<file path="src/rtl/systolic_result_reader.sv">
// Streams NUM_ROWS result rows out of the systolic array's result SRAM.
// A two-entry skid FIFO buffers the rows and applies valid/ready flow control.
module systolic_result_reader #(
  parameter int ROW_WIDTH = 512,
  parameter int NUM_ROWS  = 128
) (
  input  logic                 clk,
  input  logic                 srst,
  input  logic                 read_start,
  output logic                 sram_read_enable,
  output logic [6:0]           sram_raddr,
  input  logic [ROW_WIDTH-1:0] sram_rdata,
  output logic                 out_valid,
  input  logic                 out_ready,
  output logic [ROW_WIDTH-1:0] out_data,
  output logic [6:0]           out_index,
  output logic                 out_last,
  output logic                 busy,
  output logic                 read_done
);

  typedef enum logic [1:0] {IDLE, READ, DRAIN, FINISH} state_t;

  localparam logic [6:0] LAST_ADDR = 7'(NUM_ROWS - 1);

  state_t state_reg, state_next;
  logic [6:0] addr_reg, addr_next, issue_addr;
  logic       rd_en_reg, rd_en_next;
  logic [6:0] raddr_reg, raddr_next;
  logic       rvalid_reg;
  logic [6:0] rindex_reg;
  logic       busy_reg, done_reg;

  logic [ROW_WIDTH-1:0] fifo_data [2];
  logic [6:0]           fifo_index [2];
  logic                 wr_ptr_reg, rd_ptr_reg;
  logic [1:0]           count_reg, count_next;

  logic       bypass, pop, push_store, pop_store;
  logic [2:0] pending;

  // Returning data is visible on the output in its own cycle while the FIFO is empty.
  assign bypass    = (count_reg == 2'd0) && rvalid_reg;
  assign out_valid = (count_reg != 2'd0) || rvalid_reg;

  always_comb begin
    out_data  = '0;
    out_index = '0;
    if (count_reg != 2'd0) begin
      out_data  = fifo_data[rd_ptr_reg];
      out_index = fifo_index[rd_ptr_reg];
    end else if (rvalid_reg) begin
      out_data  = sram_rdata;
      out_index = rindex_reg;
    end
  end

  assign out_last   = out_valid && (out_index == LAST_ADDR);
  assign pop        = out_valid && out_ready;
  assign push_store = rvalid_reg && !(bypass && pop);
  assign pop_store  = pop && (count_reg != 2'd0);

  always_comb begin
    count_next = count_reg;
    if (push_store && !pop_store)
      count_next = count_reg + 2'd1;
    else if (pop_store && !push_store)
      count_next = count_reg - 2'd1;
  end

  always_comb begin
    state_next = state_reg;
    case (state_reg)
      IDLE:    if (read_start) state_next = READ;
      READ:    if (rd_en_reg && (raddr_reg == LAST_ADDR)) state_next = DRAIN;
      DRAIN:   if (pop && out_last) state_next = FINISH;
      FINISH:  state_next = IDLE;
      default: state_next = IDLE;
    endcase
  end

  // The next strobe is allowed only if buffered rows plus the read returning
  // alongside it stay below two, so the FIFO can never overflow.
  always_comb begin
    issue_addr = (state_reg == IDLE) ? 7'd0 : addr_reg;
    pending    = {1'b0, count_next} + {2'b00, rd_en_reg};
    rd_en_next = (state_next == READ) && (pending < 3'd2);
    addr_next  = issue_addr;
    raddr_next = raddr_reg;
    if (rd_en_next) begin
      raddr_next = issue_addr;
      if (issue_addr != LAST_ADDR)
        addr_next = issue_addr + 7'd1;
    end
  end

  always_ff @(posedge clk) begin
    if (srst) begin
      state_reg  <= IDLE;
      addr_reg   <= '0;
      rd_en_reg  <= 1'b0;
      raddr_reg  <= '0;
      rvalid_reg <= 1'b0;
      rindex_reg <= '0;
      count_reg  <= '0;
      wr_ptr_reg <= 1'b0;
      rd_ptr_reg <= 1'b0;
      busy_reg   <= 1'b0;
      done_reg   <= 1'b0;
    end else begin
      state_reg  <= state_next;
      addr_reg   <= addr_next;
      rd_en_reg  <= rd_en_next;
      raddr_reg  <= raddr_next;
      rvalid_reg <= rd_en_reg;
      rindex_reg <= raddr_reg;
      count_reg  <= count_next;
      if (push_store) wr_ptr_reg <= ~wr_ptr_reg;
      if (pop_store)  rd_ptr_reg <= ~rd_ptr_reg;
      busy_reg   <= (state_next != IDLE);
      done_reg   <= (state_next == FINISH);
    end
  end

  // Storage needs no reset: the occupancy count gates every read of it.
  always_ff @(posedge clk) begin
    if (!srst && push_store) begin
      fifo_data[wr_ptr_reg]  <= sram_rdata;
      fifo_index[wr_ptr_reg] <= rindex_reg;
    end
  end

  assign sram_read_enable = rd_en_reg;
  assign sram_raddr       = raddr_reg;
  assign busy             = busy_reg;
  assign read_done        = done_reg;

endmodule

</file>
<file path="config.mk">
export PLATFORM = sky130hd
export DESIGN_NAME = systolic_result_reader
export DESIGN_NICKNAME = d
export VERILOG_FILES = /design/src/rtl/systolic_result_reader.sv
export SDC_FILE = /design/constraint.sdc
export NUM_CORES = 1
export LEC_CHECK = 0
export BUFFER_PORTS_ARGS = -buffer_cell sky130_fd_sc_hd__clkbuf_2
export CAP_MARGIN = 20
export CORE_AREA = 3 3 406 408
export DETAILED_ROUTE_END_ITERATION = 7
export DIE_AREA = 0 0 409 411
export HOLD_SLACK_MARGIN = 0.12
export MAX_ROUTING_LAYER = met4
export PLACE_DENSITY = 0.45
export SLEW_MARGIN = 0
export SYNTH_ARGS = -nofsm -noshare
export SYNTH_HDL_FRONTEND = slang
export SYNTH_SLANG_ARGS = --single-unit
</file>
<file path="constraint.sdc">
create_clock -name clk -period 65.8 [get_ports clk]
set_input_delay 19.74 -clock clk [delete_from_list [all_inputs] [get_ports clk]]
set_output_delay 19.74 -clock clk [all_outputs]
set_load 0.02 [all_outputs]
</file>
Yosys cells after proc, flatten, opt, wreduce, memory -nomap -nowiden
Memory sizes are Yosys's and may differ from the RTL's. A register that Yosys moved wholly into a read port is not among the register bits.
Index checks and enable logic that the tools add are counted.
{ "totals": {"register_bits": 31, "latch_bits": 0, "ramBits": 1038, "rom_bits": 0, "inputBits": 516, "memories": 2} }
{ "op_classes": {"addsub": 4, "multipliers": 0, "div": 0, "order_cmp": 1, "eq_ne": 8, "n_shift": 0, "muxes": 19, "n_bitwise": 2, "reduce_logical": 21} }
{ "mem_list": {"columns": ["name", "words", "word_bits", "rd", "rd_clocked_by_memory_dff", "write_ports", "line_no", "rtl"], "rows": [
  ["fifo_data", 2, 512, 1, 1, 1, "34", "logic [ROW_WIDTH-1:0] fifo_data [2];"],
  ["fifo_index", 2, 7, 1, 1, 1, "35", "logic [6:0] fifo_index [2];"]
]} }
{ "op_table": {"columns": ["cell", "n"], "rows": [
  ["$mux 512", 2],
  ["$mux 7", 5],
  ["$eq 7x7->1 const B", 2],
  ["$logic_and 1x1->1", 12],
  ["$mux 2", 5],
  ["$pmux 2 s4", 1],
  ["$add 7x1->7 const B", 1],
  ["$ne 7x7->1 const B", 1],
  ["$eq 2x2->1 const B", 3],
  ["$mux 1", 6],
  ["$eq 2x1->1 const B", 2],
  ["$logic_not 1->1", 4],
  ["$logic_not 2->1", 2],
  ["$reduce_bool 2->1", 2],
  ["$add 2x1->3", 1],
  ["$lt 3x2->1 const B", 1],
  ["$add 2x1->2 const B", 1],
  ["$not 1->1", 2],
  ["$sub 2x1->2 const B", 1],
  ["$logic_or 1x1->1", 1]
]} }

Logic depth before layout (Yosys ltp)
Gate-level depths: netlist of the first run.
{ "depth": {"depth_word": 14, "mapped_depth": 11} }

Worst setup path after synthesis of the first run
OpenSTA, ideal clock, no wires.
{ "synth_path": {"kind": "input-to-reg", "start": "input srst", "end": "memory fifo_data[1][0] (enable)", "arrival_ns": 57.599, "setup_slack_ns": 6.057, "cell_stages": 3, "path_buffers": 2, "cell_sequence": "clkbuf_1 -> clkbuf_1 -> nor3b_1"} }
{ "synth_via": {"elab_chain_cells": 4} }
{ "synth_rtl": {"columns": ["item", "line_no", "rtl"], "rows": [
  ["start, declared", "8", "input logic srst,"],
  ["$logic_not 1->1", "127", "if (!srst && push_store) begin"],
  ["$logic_and 1x1->1", "127", null],
  ["$mux 1", "127", null],
  ["$mux 1 (not written as such)", "128", "fifo_data[wr_ptr_reg] <= sram_rdata;"],
  ["end, declared", "34", null]
]} }
Every way passes these cells.

Worst setup path after layout of the first run
{ "layout_path": {"start": "input sram_rdata[235]", "end": "output out_data[235]"} }
{ "layout_via": {"elab_chain_cells": 2} }
{ "layout_rtl": {"columns": ["item", "line_no", "rtl"], "rows": [
  ["start, declared", "12", "input logic [ROW_WIDTH-1:0] sram_rdata,"],
  ["$mux 512", "52", "end else if (rvalid_reg) begin"],
  ["$mux 512", "49", "if (count_reg != 2'd0) begin"],
  ["end, declared", "15", "output logic [ROW_WIDTH-1:0] out_data,"]
]} }
Every way passes these cells.

==> results.tsv, run 1 <==
metric	value	unit
power per standard cell area	34.0	mW/mm2
CP max FO	3	
Hold Path Class	reg -> reg	
Post-CTS Setup Inserts	0	
core footprint	0.162	mm2
CTS tree	yes	
maximum clock path buffer count	3	
Clock Latency Late Sink	710	ps
sequential element share of the synthesized area	0.741	
initial antenna violation count	60	
initial drt markers	1584	
Hold Violations, Final	0	
Slew HR	0.268	
Area Growth Syn to Fin	27.5	%
top-count cell post-synth	edfxtp_1	
CTS resizes	0	
clock skew	26.6	ps
Mapped Area	0.0429	mm2
Num Clock Sinks	1070	
post-synthesis simple-gate area fraction	0.0539	
share of async-settable or async-resettable flops after synthesis	0	
Routed WL	136000	um
outcome	finished, final reports clean	
final instance area	0.0547	mm2
Sw Ratio	0.311	
total number of H-tree levels	4	
hold depth	0	
Synth Area in XOR/XNOR	0.000408	
number of I/O pins	1047	
setup TNS	0	ps
logic gate share of total power	0.225	
ys flop type	edfxtp_1	
router iterations before antenna repair	5	
hpwl dp	90400	um
Rows	148	
post-synth top area cell	edfxtp_1	
top cells by area, synth	edfxtp_1 (73%), mux2i_1 (12%), o21ai_0 (6.1%)	
Die Width	409	um
Die H	411	um
Hold-fix buffers, CTS	0	
Yosys cell types	36	
largest family of logic cells by synthesized area	multiplexers	
Final WS setup	25360	ps
GRT overflow	0	
NetSw	0.000579	W
Max-Cap Viols	0	
CTS Buf Count	130	
RSZ-0062 raised after global routing	no	
fin crit share	0.615	
mux cell area share after synthesis	0.122	
Residual DRC	0	
pre-CTS setup slack	25290	ps
Worst-Margin Slew	1100	ps
Placer Congestion	0.818	
syn_area_per_cell	14.7	um2
drt wl/cell	21.6	um
max-slew violation count	0	
Post-DP Area	0.0506	mm2
#FFs+latches synth	1070	
fin crit period	40440	ps
most flop-heavy register	fifo_data	
WS Path Type	in -> out	
compound-cell area share of the yosys netlist	0.0651	
startpoint types	primary input	
share of layout cells above drive strength 1	0.311	
Lkg Pwr	19.0	nW
Reg power frac	0.413	
Initial Util	0.265	
area share of the leading cell type in the synthesized netlist	0.726	
crit end category	output port	
DIE AREA	0.168	mm2
Peak VDD IR	0.0245	mV
fmax	0.0247	GHz
reg2reg path depth	9	
share of total power in the clock network	0.362	
fin nets	4465	
EDFF count, synth	1038	
top cells by count, synth	edfxtp_1 (1038), mux2i_1 (525), o21ai_0 (523)	
PortBufs	1046	
Internal	0.00128	W
CTS clk-pin slew, worst paths	50	ps
Vias/cell	4.44	
Worst EP required	46060	ps
Syn. warnings	0	
wire length of the first global-routing pass	193000	um
Syn Nets	3429	
final setup fails	0	
vias in the first global route	27500	
post-synthesis cell count	2911	
post-route ant nets	0	
Largest register FFs	1024	
CP arrival	20700	ps
largest registers	fifo_data (1024), fifo_index (14)	
Vias	27900	
All-Layer GR Usage	0.159	
root buf cell	clkbuf_16	
largest net degree at the start of global routing	156	
adder-cell area share of the yosys netlist	0.000583	
-- layout make-up --
class / count / area (um2)
Fill cell: 16100 / 107000
Inverter: 5 / 18.8
Tap cell: 2175 / 2720
Multi-Input combinational cell: 1658 / 10400
Clock inverter: 52 / 463
Clock buffer: 172 / 3540
Timing Repair Buffer: 1082 / 5610
Antenna cell: 56 / 140
Sequential cell: 1070 / 31800
-- worst paths after layout --
kind / slack (ps) / endpoint / from
hold / removal: 450 / fifo_index[1][0] / rindex_reg[0]
setup / recovery: 25360 / out_data[235] / sram_rdata[235]
setup reg to reg: 61430 / fifo_data[0][395] / count_reg[0]
hold reg to reg: 450 / fifo_index[1][0] / rindex_reg[0]
-- layer usage --
metal  up-vias  global-route usage  routed length [um]
li1      13100                   -                   -
met3       188              0.0655               12600
met1     13700               0.185               54200
met5         -                   -                   0
met2       924               0.248               64900
met4         0              0.0583                3860
-- critical path, stage by stage --
cell	delay (ps)
clkbuf_2	250
nand2_1	90
o21ai_0	180
buf_4	240
clkbuf_2	190
-- power groups by stage --
| stage | combinational, W | clock (W) | sequential, W |
|---|---|---|---|
| 4_1_cts | 0.000425 | 0.000698 | 0.000769 |
| 5_1_grt | 0.000448 | 0.000726 | 0.000769 |
| 3_3_place_gp | 0.000424 | 0 | 0.000782 |
| 2_1_floorplan | 0.000244 | 0 | 0.000799 |
| 6_report | 0.000418 | 0.000674 | 0.000768 |
| 3_5_place_dp | 0.000425 | 0 | 0.000783 |
-- logic make-up (layout without fill, tap and decap cells) --
group,after synthesis,after routing
AND/OR/NAND/NOR,584,584
multiplexers,525,525
other,0,56
AO/OA/AOI/OAI,545,545
flip-flops,1070,1070
adder cells (fa/ha/maj),2,2
buffers and inverters,183,1311
XOR/XNOR,2,2
-- per-stage QoR --
stage | hold slack (ps) | utilization | power (W) | cells
final | 455 | 0.338 | 0.00186 | 6270
after global routing | 469 | 0.338 | 0.00194 | 6268
after floorplan | 426 | - | 0.00104 | 2911
after detailed placement | 439 | 0.312 | 0.00121 | 5990
after global placement | 432 | 0.312 | 0.00121 | 5989
after CTS | 452 | 0.337 | 0.00189 | 6214
-- cell usage in the layout, fill, tap and decap left out, types with 26 or more instances in the layout --
cell type,Yosys,layout
nand2_1,521,521
mux2i_1,525,525
buf_4,3,28
edfxtp_1,1038,1038
clkbuf_16,0,135
o21ai_0,523,523
dfxtp_1,32,31
clkbuf_2,0,1046
clkbuf_1,156,35
diode_2,0,56
clkinv_1,0,26
No activity file was read; power rests on OpenSTA's default activity.
==> run 2: changes to the inputs <==
--- a/config.mk
+++ b/config.mk
@@ -12,7 +12,7 @@
 export DIE_AREA = 0 0 409 411
 export HOLD_SLACK_MARGIN = 0.12
 export MAX_ROUTING_LAYER = met4
-export PLACE_DENSITY = 0.45
+export PLACE_DENSITY = 0.47
 export SLEW_MARGIN = 0
 export SYNTH_ARGS = -nofsm -noshare
 export SYNTH_HDL_FRONTEND = slang
==> constraint.sdc (replaced) <==
create_clock -name clk -period 35.3 [get_ports clk]
set_input_delay 10.59 -clock clk [delete_from_list [all_inputs] [get_ports clk]]
set_output_delay 10.59 -clock clk [all_outputs]
set_load 0.02 [all_outputs]
==> results.tsv, run 2 (synthesis results as in run 1) <==
metric	value	unit
Clock Latency Late Sink	720	ps
Rows	148	
power per standard cell area	62.1	mW/mm2
RSZ-0062 raised after global routing	no	
WP buf/inv	2	
vias in the first global route	27400	
Num Clock Sinks	1070	
largest registers	fifo_data (1024), fifo_index (14)	
root buf cell	clkbuf_16	
router iterations before antenna repair	5	
fin crit period	22230	ps
CTS resizes	0	
Placed Cells	5989	
hold depth	0	
non-filler cells, final	6252	
crit end category	output port	
share of layout cells above drive strength 1	0.312	
Placer Congestion	0.794	
Hold-fix buffers, CTS	0	
DIE AREA	0.168	mm2
startpoint types	primary input	
Residual DRC	0	
CP delay by family, top	buffers and inverters	
reg2reg path depth	8	
Slew HR	0.234	
Routed WL	133000	um
Largest register FFs	1024	
Crit path depth	4	
Post-CTS Setup Inserts	0	
most flop-heavy register	fifo_data	
largest net degree at the start of global routing	189	
initial drt markers	1663	
Die H	411	um
GRT overflow	0	
WS Path Type	in -> out	
CTS Buf Count	120	
All-Layer GR Usage	0.155	
fmax	0.0450	GHz
Worst EP required	24710	ps
Vias/cell	4.41	
total number of H-tree levels	3	
Slowest-stage cell, CP	o21ai_0	
CTS clk-pin slew, worst paths	60	ps
CP peak stage delay	410	ps
CP arrival	11640	ps
setup TNS	0	ps
commonest non-fill, non-tap cell in the layout	clkbuf_2	
Hold Violations, Final	0	
CP cell instances	clkbuf_2 > nand2_1 > o21ai_0 > clkbuf_2	
fin nets	4454	
drt wl/cell	21.2	um
CP max FO	4	
Worst path most repeated cell	clkbuf_2	
wire length of the first global-routing pass	189000	um
PortBufs	1046	
Worst-Margin Slew	1150	ps
CTS tree	yes	
Peak VDD IR	0.0423	mV
Post-DP Area	0.0506	mm2
number of I/O pins	1047	
max-slew violation count	0	
Max-Cap Viols	0	
outcome	finished, final reports clean	
Die Width	409	um
maximum clock path buffer count	3	
Initial Util	0.265	
clock skew	29.2	ps
initial antenna violation count	51	
Fill cells	16200	
Lkg Pwr	18.9	nW
Hold Path Class	reg -> reg	
Area Growth Syn to Fin	26.8	%
hpwl dp	87100	um
Vias	27600	
final instance area	0.0544	mm2
post-route ant nets	0	
most frequent cells in the layout	clkbuf_2 (1046), edfxtp_1 (1038), mux2i_1 (525), o21ai_0 (523), nand2_1 (521)	
final setup fails	0	
core footprint	0.162	mm2
fin crit share	0.630	
[run 2: final timing paths]
kind	start	endpoint	slack [ps]
worst max-delay path	sram_rdata[325]	out_data[325]	13070
worst min-delay path	rindex_reg[1]	fifo_index[0][1]	460
worst max register to register	count_reg[0]	fifo_data[0][241]	31010
worst min register to register	rindex_reg[1]	fifo_index[0][1]	460
[run 2: per-layer routing]
metal	global-route usage	share of wire	vias to the layer above
li1	-	-	13000
met1	0.177	0.39	13400
met2	0.250	0.49	922
met3	0.0580	0.092	177
met4	0.0544	0.024	0
met5	-	0	-
[run 2: per-stage QoR]
stage	hold WS [ps]	worst slack (ps)	power, W	util
6_report	456	13070	0.00338	0.336
5_1_grt	474	13010	0.00353	0.336
4_1_cts	456	13050	0.00344	0.335
3_5_place_dp	441	13050	0.00225	0.312
3_3_place_gp	440	13010	0.00224	0.312
2_1_floorplan	426	3240	0.00193	-
[run 2: where the power goes]
part | leakage (nW) | switching (W) | internal, W | total, W
clock | 1.81 | 0.000507 | 0.000668 | 0.00117
combinational | 7.47 | 0.000548 | 0.000226 | 0.000775
sequential | 9.62 | 0.00000967 | 0.00142 | 0.00143
[run 2: final cells by class]
type                            count  area [um2]  share of cell area
Inverter                            5        18.8            0.000345
Tap cell                         2175        2720              0.0500
Sequential cell                  1070       31800               0.585
Timing Repair Buffer             1081        5630               0.103
Clock inverter                     70         539             0.00991
Antenna cell                       44         110             0.00202
Clock buffer                      149        3150              0.0579
Multi-Input combinational cell   1658       10400               0.192
